--- config.mk ---
export PLATFORM = sky130hd
export DESIGN_NAME = router_fifo
export DESIGN_NICKNAME = d
export VERILOG_FILES = /design/src/rtl/router_pkg.sv /design/src/rtl/router_fifo.sv
export SDC_FILE = /design/constraint.sdc
export NUM_CORES = 1
export LEC_CHECK = 0
export ABC_AREA = 1
export CORE_ASPECT_RATIO = 1.2
export CORE_MARGIN = 3
export CORE_UTILIZATION = 40
export DETAILED_ROUTE_END_ITERATION = 6
export GPL_ROUTABILITY_DRIVEN = 0
export PLACE_DENSITY = 0.63
export SLEW_MARGIN = 20
export SYNTH_ARGS = -nofsm -noshare
export SYNTH_HDL_FRONTEND = slang
export SYNTH_SLANG_ARGS = --single-unit
--- constraint.sdc ---
create_clock -name clock -period 2.87 [get_ports clock]
set_clock_uncertainty 0.2 [all_clocks]
set_input_delay 0.4305 -clock clock [delete_from_list [all_inputs] [get_ports clock]]
set_output_delay 0.4305 -clock clock [all_outputs]
set_load 0.01 [all_outputs]
--- src/rtl/router_pkg.sv ---
// rtl/router_pkg.sv - shared router sizing constants for fifo, reg and fsm blocks
package router_pkg;

    localparam int FIFO_DEPTH = 16;
    localparam int DATA_W     = 8;
    localparam int PTR_W      = $clog2(FIFO_DEPTH) + 1;
    localparam int CNT_W      = 7;

endpackage

--- src/rtl/router_fifo.sv ---
// rtl/router_fifo.sv - per-destination packet fifo with header-tagged entries and pkt_end flag
module router_fifo
    import router_pkg::*;
#(
    parameter int DEPTH = FIFO_DEPTH,
    parameter int WIDTH = DATA_W
) (
    input  logic             clock,
    input  logic             resetn,
    input  logic             soft_reset,
    input  logic             write_enb,
    input  logic             read_enb,
    input  logic             lfd_state,
    input  logic [WIDTH-1:0] data_in,
    output logic [WIDTH-1:0] data_out,
    output logic             full,
    output logic             empty,
    output logic             pkt_end
);

    localparam int AW = $clog2(DEPTH);
    localparam logic [AW:0]      PTR_ONE = 1;
    localparam logic [CNT_W-1:0] CNT_ONE = 1;

    logic [WIDTH:0]     mem [DEPTH];
    logic [AW:0]        wr_ptr_q, wr_ptr_d;
    logic [AW:0]        rd_ptr_q, rd_ptr_d;
    logic [WIDTH-1:0]   dout_q, dout_d;
    logic [CNT_W-1:0]   cnt_q, cnt_d;
    logic               pkt_end_q, pkt_end_d;
    logic               wr_acc, rd_acc;
    logic [WIDTH:0]     rd_entry;

    assign full  = (wr_ptr_q[AW] != rd_ptr_q[AW]) && (wr_ptr_q[AW-1:0] == rd_ptr_q[AW-1:0]);
    assign empty = (wr_ptr_q == rd_ptr_q);

    assign wr_acc   = write_enb && !full;
    assign rd_acc   = read_enb && !empty;
    assign rd_entry = mem[rd_ptr_q[AW-1:0]];

    assign data_out = dout_q;
    assign pkt_end  = pkt_end_q;

    always_comb begin
        wr_ptr_d  = wr_ptr_q;
        rd_ptr_d  = rd_ptr_q;
        dout_d    = dout_q;
        cnt_d     = cnt_q;
        pkt_end_d = 1'b0;
        if (soft_reset) begin
            wr_ptr_d = '0;
            rd_ptr_d = '0;
            dout_d   = '0;
            cnt_d    = '0;
        end else begin
            if (wr_acc) begin
                wr_ptr_d = wr_ptr_q + PTR_ONE;
            end
            if (rd_acc) begin
                rd_ptr_d = rd_ptr_q + PTR_ONE;
                dout_d   = rd_entry[WIDTH-1:0];
                // Header entries reload the count with payload length plus the parity byte.
                if (rd_entry[WIDTH]) begin
                    cnt_d = {1'b0, rd_entry[7:2]} + CNT_ONE;
                end else if (cnt_q != '0) begin
                    cnt_d     = cnt_q - CNT_ONE;
                    pkt_end_d = (cnt_q == CNT_ONE);
                end
            end
        end
    end

    always_ff @(posedge clock or negedge resetn) begin
        if (!resetn) begin
            wr_ptr_q  <= '0;
            rd_ptr_q  <= '0;
            dout_q    <= '0;
            cnt_q     <= '0;
            pkt_end_q <= 1'b0;
        end else begin
            wr_ptr_q  <= wr_ptr_d;
            rd_ptr_q  <= rd_ptr_d;
            dout_q    <= dout_d;
            cnt_q     <= cnt_d;
            pkt_end_q <= pkt_end_d;
        end
    end

    always_ff @(posedge clock) begin
        if (wr_acc && !soft_reset) begin
            mem[wr_ptr_q[AW-1:0]] <= {lfd_state, data_in};
        end
    end

endmodule
==> results of run 1 <==
[layout make-up]
class	count	area, um2
multi-input cells	456	2110
inverters	79	297
fillers	1700	9610
repair buffers	56	505
clock buffers	17	425
well taps	252	315
flip-flops and latches	170	4980
clock inverters	15	204
[synthesized netlist by cell type, types with 9 or more instances]
master,instances
o21ai_0,41
buf_6,9
dfrtp_1,26
o21ai_1,18
buf_2,12
nand2_1,199
ha_1,9
nand3_1,62
edfxtp_1,144
nor2_1,74
inv_1,70
[worst max-delay path, delay by kind of cell (launching register included)]
kind            cells  cell delay (ps)
compound gates      1              180
buf+inv             3              740
simple gates        2              230
flops               1              460
[registers in the layout (all words and copies together) (netlist names)]
register  count
rd_ptr_q      5
pkt_end       1
cnt_q         7
data_out      8
mem         144
wr_ptr_q      5
[routing by layer]
metal / vias up / wire length [um] / share of wire [%] / track usage, %
met1: 2521 / 7680 / 42 / 22.9
met2: 161 / 9130 / 50 / 31.2
li1: 2548 / - / - / -
met4: 0 / 373 / 2.0 / 7.10
met3: 24 / 1020 / 5.6 / 4.35
met5: - / 0 / 0 / 0
[logic make-up (layout without fill, tap and decap cells)]
logic type	Yosys count	count (layout)
XOR/XNOR	6	6
AO/OA/AOI/OAI	83	83
flip-flops	170	170
adder cells (fa/ha/maj)	9	9
AND/OR/NAND/NOR	358	358
buffers and inverters	111	167
[metrics by stage]
stage	hold slack, ps	util, %	instance area [um2]
floorplan	-65.1	-	7600
global placement	267	44.4	8200
detailed placement	273	44.4	8200
CTS	275	47.8	8830
global route	313	47.9	8830
finish	272	47.9	8830
[worst max path at each step]
stage,from,end,slack [ps],cells after the start
5_1_grt,wr_ptr_q[3],empty,30,6
3_5_place_dp,soft_reset,mem[0][6],420,5
6_report,wr_ptr_q[0],empty,200,6
4_1_cts,wr_ptr_q[3],empty,120,6
2_1_floorplan,rd_ptr_q[0],mem[7][0],350,9
3_3_place_gp,soft_reset,mem[0][6],370,5
[repair_timing]
action / 4_1_cts / 5_1_grt
setup endpoints to repair: 0 / 1
resized for setup: 0 / 1
hold endpoints to repair: 0 / 0
[power by group through the flow]
stage	Combinational [mW]	Clock, mW	Sequential, mW
2_1_floorplan	0.686	0	2.84
5_1_grt	1.11	2.57	2.80
4_1_cts	0.992	2.46	2.79
3_5_place_dp	0.986	0	2.84
3_3_place_gp	0.986	0	2.84
6_report	0.986	2.42	2.79
==> flow_summary.json, run 1 <==
{
  "fin_nets": 803,
  "critical-path-max-stage-delay_ps": 520,
  "ys.flop_type": "edfxtp_1",
  "p_per_area_nw_per_um2": 702,
  "grt_max_degree": 57,
  "final_common_cell": "nand2_1",
  "n_antenna_cell": 0,
  "io_pins": 25,
  "cpMostUsedCell": "inv_1",
  "syn_inst": 737,
  "port_buffers": 24,
  "synth_edf_count": 144,
  "post-place-ws_ps": 417,
  "synth_area_leaders": "edfxtp_1 57%, nand2_1 9.8%, dfrtp_1 8.6%",
  "path_cells": "inv_1, nand2_1, a21oi_2, nand3_1, inv_1, clkdlybuf4s50_1",
  "syn_nets": 760,
  "die_area_um2": 20700,
  "start_util_pct": 41.2,
  "rsz0062_at_grt": "no",
  "setup_violations": 0,
  "drc": 0,
  "ant_nets": 0,
  "cts_tree": "done",
  "htree_levels": 4,
  "hold_violations": 0,
  "place_inst": 1013,
  "pwr-share-clk_pct": 39.1,
  "drt_wl_total_um": 18200,
  "cts_max_path_buffers": 2,
  "core-area_um2": 18400,
  "timing.rr.end": "mem[13][8]",
  "cts_hold_buf": 0,
  "drv_cap": 0,
  "crit_path_end_kind": "output pin",
  "fin_ws_ps": 200,
  "numCtsBuffers": 17,
  "clkTransAtPathRegs_ps": 70,
  "synth_fa_ha_area_share_pct": 1.48,
  "critPathArrivalTime_ps": 2040,
  "synthSimpleGateAreaFrac_pct": 19.5,
  "ys_seq_area_share_pct": 65.5,
  "ir_worst_vdd_v": 0.000504,
  "max_freq_ghz": 0.374,
  "worst-setup-path-type": "reg2out",
  "cp.required_ps": 2240,
  "dieWidth_um": 132,
  "status": "completed",
  "synth-xor-area-share_pct": 0.691,
  "ys_async_sr_fraction_pct": 15.3,
  "setup_tns_ps": 0,
  "syn2layout_area_growth_pct": 16.2,
  "power_switching_mw": 1.71,
  "intPower_mw": 4.48,
  "die_h_um": 157,
  "dp_hpwl_um": 12200,
  "grt_first_pass_wirelength_um": 28700,
  "post-route-period-util_pct": 93.0,
  "start_kind": "register",
  "worst_pin_slew_ps": 821,
  "combPwrFrac_pct": 15.9,
  "pwr-share-seq_pct": 45.0,
  "yosys.area.top_type_share_pct": 56.9,
  "synth.mux.area_fraction_pct": 0,
  "grt_pass1_vias": 5140,
  "via_count": 5254,
  "wl_per_cell_um": 17.4,
  "synth-compound-area-share_pct": 6.03,
  "firstDrtPassIters": 5,
  "post-route-min-period_ps": 2670,
  "drtIter0Drc": 425,
  "yosys_register_bits": 170,
  "slew-limit-headroom_pct": 45.1,
  "drive_gt1_share_pct": 10.3,
  "cts_setup_buffers": 0,
  "hold_class": "in2async",
  "reg2reg_slack_ps": 440,
  "clk_latency_ps": 430,
  "r2r_start": "wr_ptr_q[0]",
  "clockRootBuffer": "clkbuf_16",
  "yosysTopAreaCell": "edfxtp_1",
  "drv_slew": 0,
  "synthDistinctLibCells": 34,
  "reg2regPathDepth": 9,
  "swShare_pct": 27.7,
  "cp_max_fo": 7,
  "row_count": 54,
  "p_total_mw": 6.20,
  "final_cell_mix": "199 x nand2_1, 144 x edfxtp_1, 74 x nor2_1, 70 x inv_1, 62 x nand3_1",
  "antenna_found_initial": 0,
  "vias_per_cell": 5.03,
  "clock_sinks": 170,
  "track_usage_pct": 18.3,
  "critical_path.slowest_cell": "clkdlybuf4s50_1",
  "grt-ovfl-total": 0,
  "syn_avg_cell_area_um2": 10.3,
  "stdcell_count": 1045,
  "leakage_nw": 3.58,
  "synthesis.area_um2": 7600,
  "synth_top_family_by_area": "simple AND/OR/NAND/NOR gates",
  "ys_warn_count": 0
}
(Power assumes the default switching activity.)
==> run 2: changes to the inputs <==
PLACE_DENSITY = 0.65   (was 0.63)
clock period = 2.4 ns   (was 2.87 ns; I/O delays follow)
==> flow_summary.json, run 2 (synthesis gave the netlist of run 1 again) <==
{
  "path_cells": "xor2_1, nor3_2, nand3_1, inv_1, dlygate4sd2_1",
  "max_freq_ghz": 0.438,
  "post-route-min-period_ps": 2280,
  "slew-limit-headroom_pct": 74.7,
  "fin_nets": 826,
  "start_util_pct": 41.2,
  "core-area_um2": 18400,
  "critical-path-max-stage-delay_ps": 420,
  "leakage_nw": 3.70,
  "die_h_um": 157,
  "worst-setup-path-type": "reg2out",
  "drt_wl_total_um": 18600,
  "critical_path.slowest_cell": "dfrtp_2",
  "cp_num_buf_inv": 2,
  "hold_violations": 0,
  "dieWidth_um": 132,
  "final_cell_mix": "195 x nand2_1, 144 x edfxtp_1, 74 x nor2_1, 70 x inv_1, 61 x nand3_1",
  "clk_latency_ps": 430,
  "row_count": 54,
  "r2r_start": "rd_ptr_q[0]",
  "antenna_found_initial": 0,
  "setup_violations": 0,
  "worst_pin_slew_ps": 377,
  "grt-ovfl-total": 0,
  "drtIter0Drc": 340,
  "via_count": 5359,
  "dp_hpwl_um": 12400,
  "final_common_cell": "nand2_1",
  "largest_register_ffs": 144,
  "crit_path_end_kind": "output pin",
  "port_buffers": 24,
  "cts_max_path_buffers": 2,
  "grt_max_degree": 38,
  "drv_cap": 0,
  "n_antenna_cell": 0,
  "die_area_um2": 20700,
  "timing.hold.ws_ps": 107,
  "grt_first_pass_wirelength_um": 29500,
  "drive_gt1_share_pct": 13.5,
  "stdcell_count": 1068,
  "hold_class": "in2async",
  "grt_pass1_vias": 5296,
  "ir_worst_vdd_v": 0.000532,
  "firstDrtPassIters": 5,
  "clkTransAtPathRegs_ps": 60,
  "cp_max_fo": 2,
  "track_usage_pct": 18.7,
  "htree_levels": 4,
  "p_per_area_nw_per_um2": 813,
  "io_pins": 25,
  "status": "completed",
  "numCtsBuffers": 17,
  "place_inst": 1030,
  "crit_path_start": "rd_ptr_q[2]",
  "setup_tns_ps": 0,
  "clock_sinks": 170,
  "vias_per_cell": 5.02,
  "post-route-period-util_pct": 95.1,
  "crit_family": "flip-flops",
  "critPathArrivalTime_ps": 1720,
  "cts_tree": "done",
  "ant_nets": 0,
  "syn2layout_area_growth_pct": 19.2,
  "wl_per_cell_um": 17.4,
  "p_total_mw": 7.36,
  "cp.required_ps": 1840,
  "drv_slew": 0,
  "drc": 0,
  "cts_hold_buf": 0,
  "start_kind": "register",
  "clockRootBuffer": "clkbuf_16"
}
[run 2: metrics by stage]
step / setup WS (ps) / instance area, um2 / utilization [%]
detailed placement: 61.8 / 8370 / 45.4
finish: 119 / 9060 / 49.1
global placement: 39.2 / 8370 / 45.4
floorplan: -124 / 7600 / -
global route: -4.62 / 9060 / 49.1
CTS: 29.1 / 9000 / 48.8
[run 2: repair_timing]
| item | 4_1_cts | 5_1_grt |
|---|---|---|
| buffers inserted | 3 | 2 |
| cloned | 0 | 1 |
| resized for setup | 8 | 8 |
| pin swaps | 3 | 0 |
| endpoints found under the setup margin | 2 | 107 |
[run 2: power breakdown]
part | internal [mW] | leakage [nW] | switching [mW]
clock network | 1.63 | 0.271 | 1.12
registers | 3.28 | 1.65 | 0.0590
logic | 0.492 | 1.78 | 0.790
[run 2: path summary, 6_finish.rpt]
kind | to | slack (ps) | cells after the start
hold / removal | wr_ptr_q[2] | 110 | 2
setup reg to reg | cnt_q[4] | 150 | 15
max in group asynchronous | wr_ptr_q[1] | 1610 | 2
setup / recovery | full | 120 | 5
min in group clock | cnt_q[6] | 300 | 2
hold reg to reg | cnt_q[6] | 300 | 2
[run 2: final cells by class]
class,instances,area [um2]
Fill cell,1660,9390
Sequential cell,170,4980
Multi-Input combinational cell,456,2140
Timing Repair Buffer,79,743
Clock buffer,20,437
Tap cell,252,315
Inverter,79,299
Clock inverter,12,150
[run 2: per-layer routing]
layer | wire (um) | part of all wire, % | global-route usage (%)
met5 | 0 | 0 | 0
met4 | 389 | 2.1 | 5.75
met3 | 988 | 5.3 | 4.32
met2 | 9490 | 51 | 32.3
met1 | 7770 | 42 | 23.7
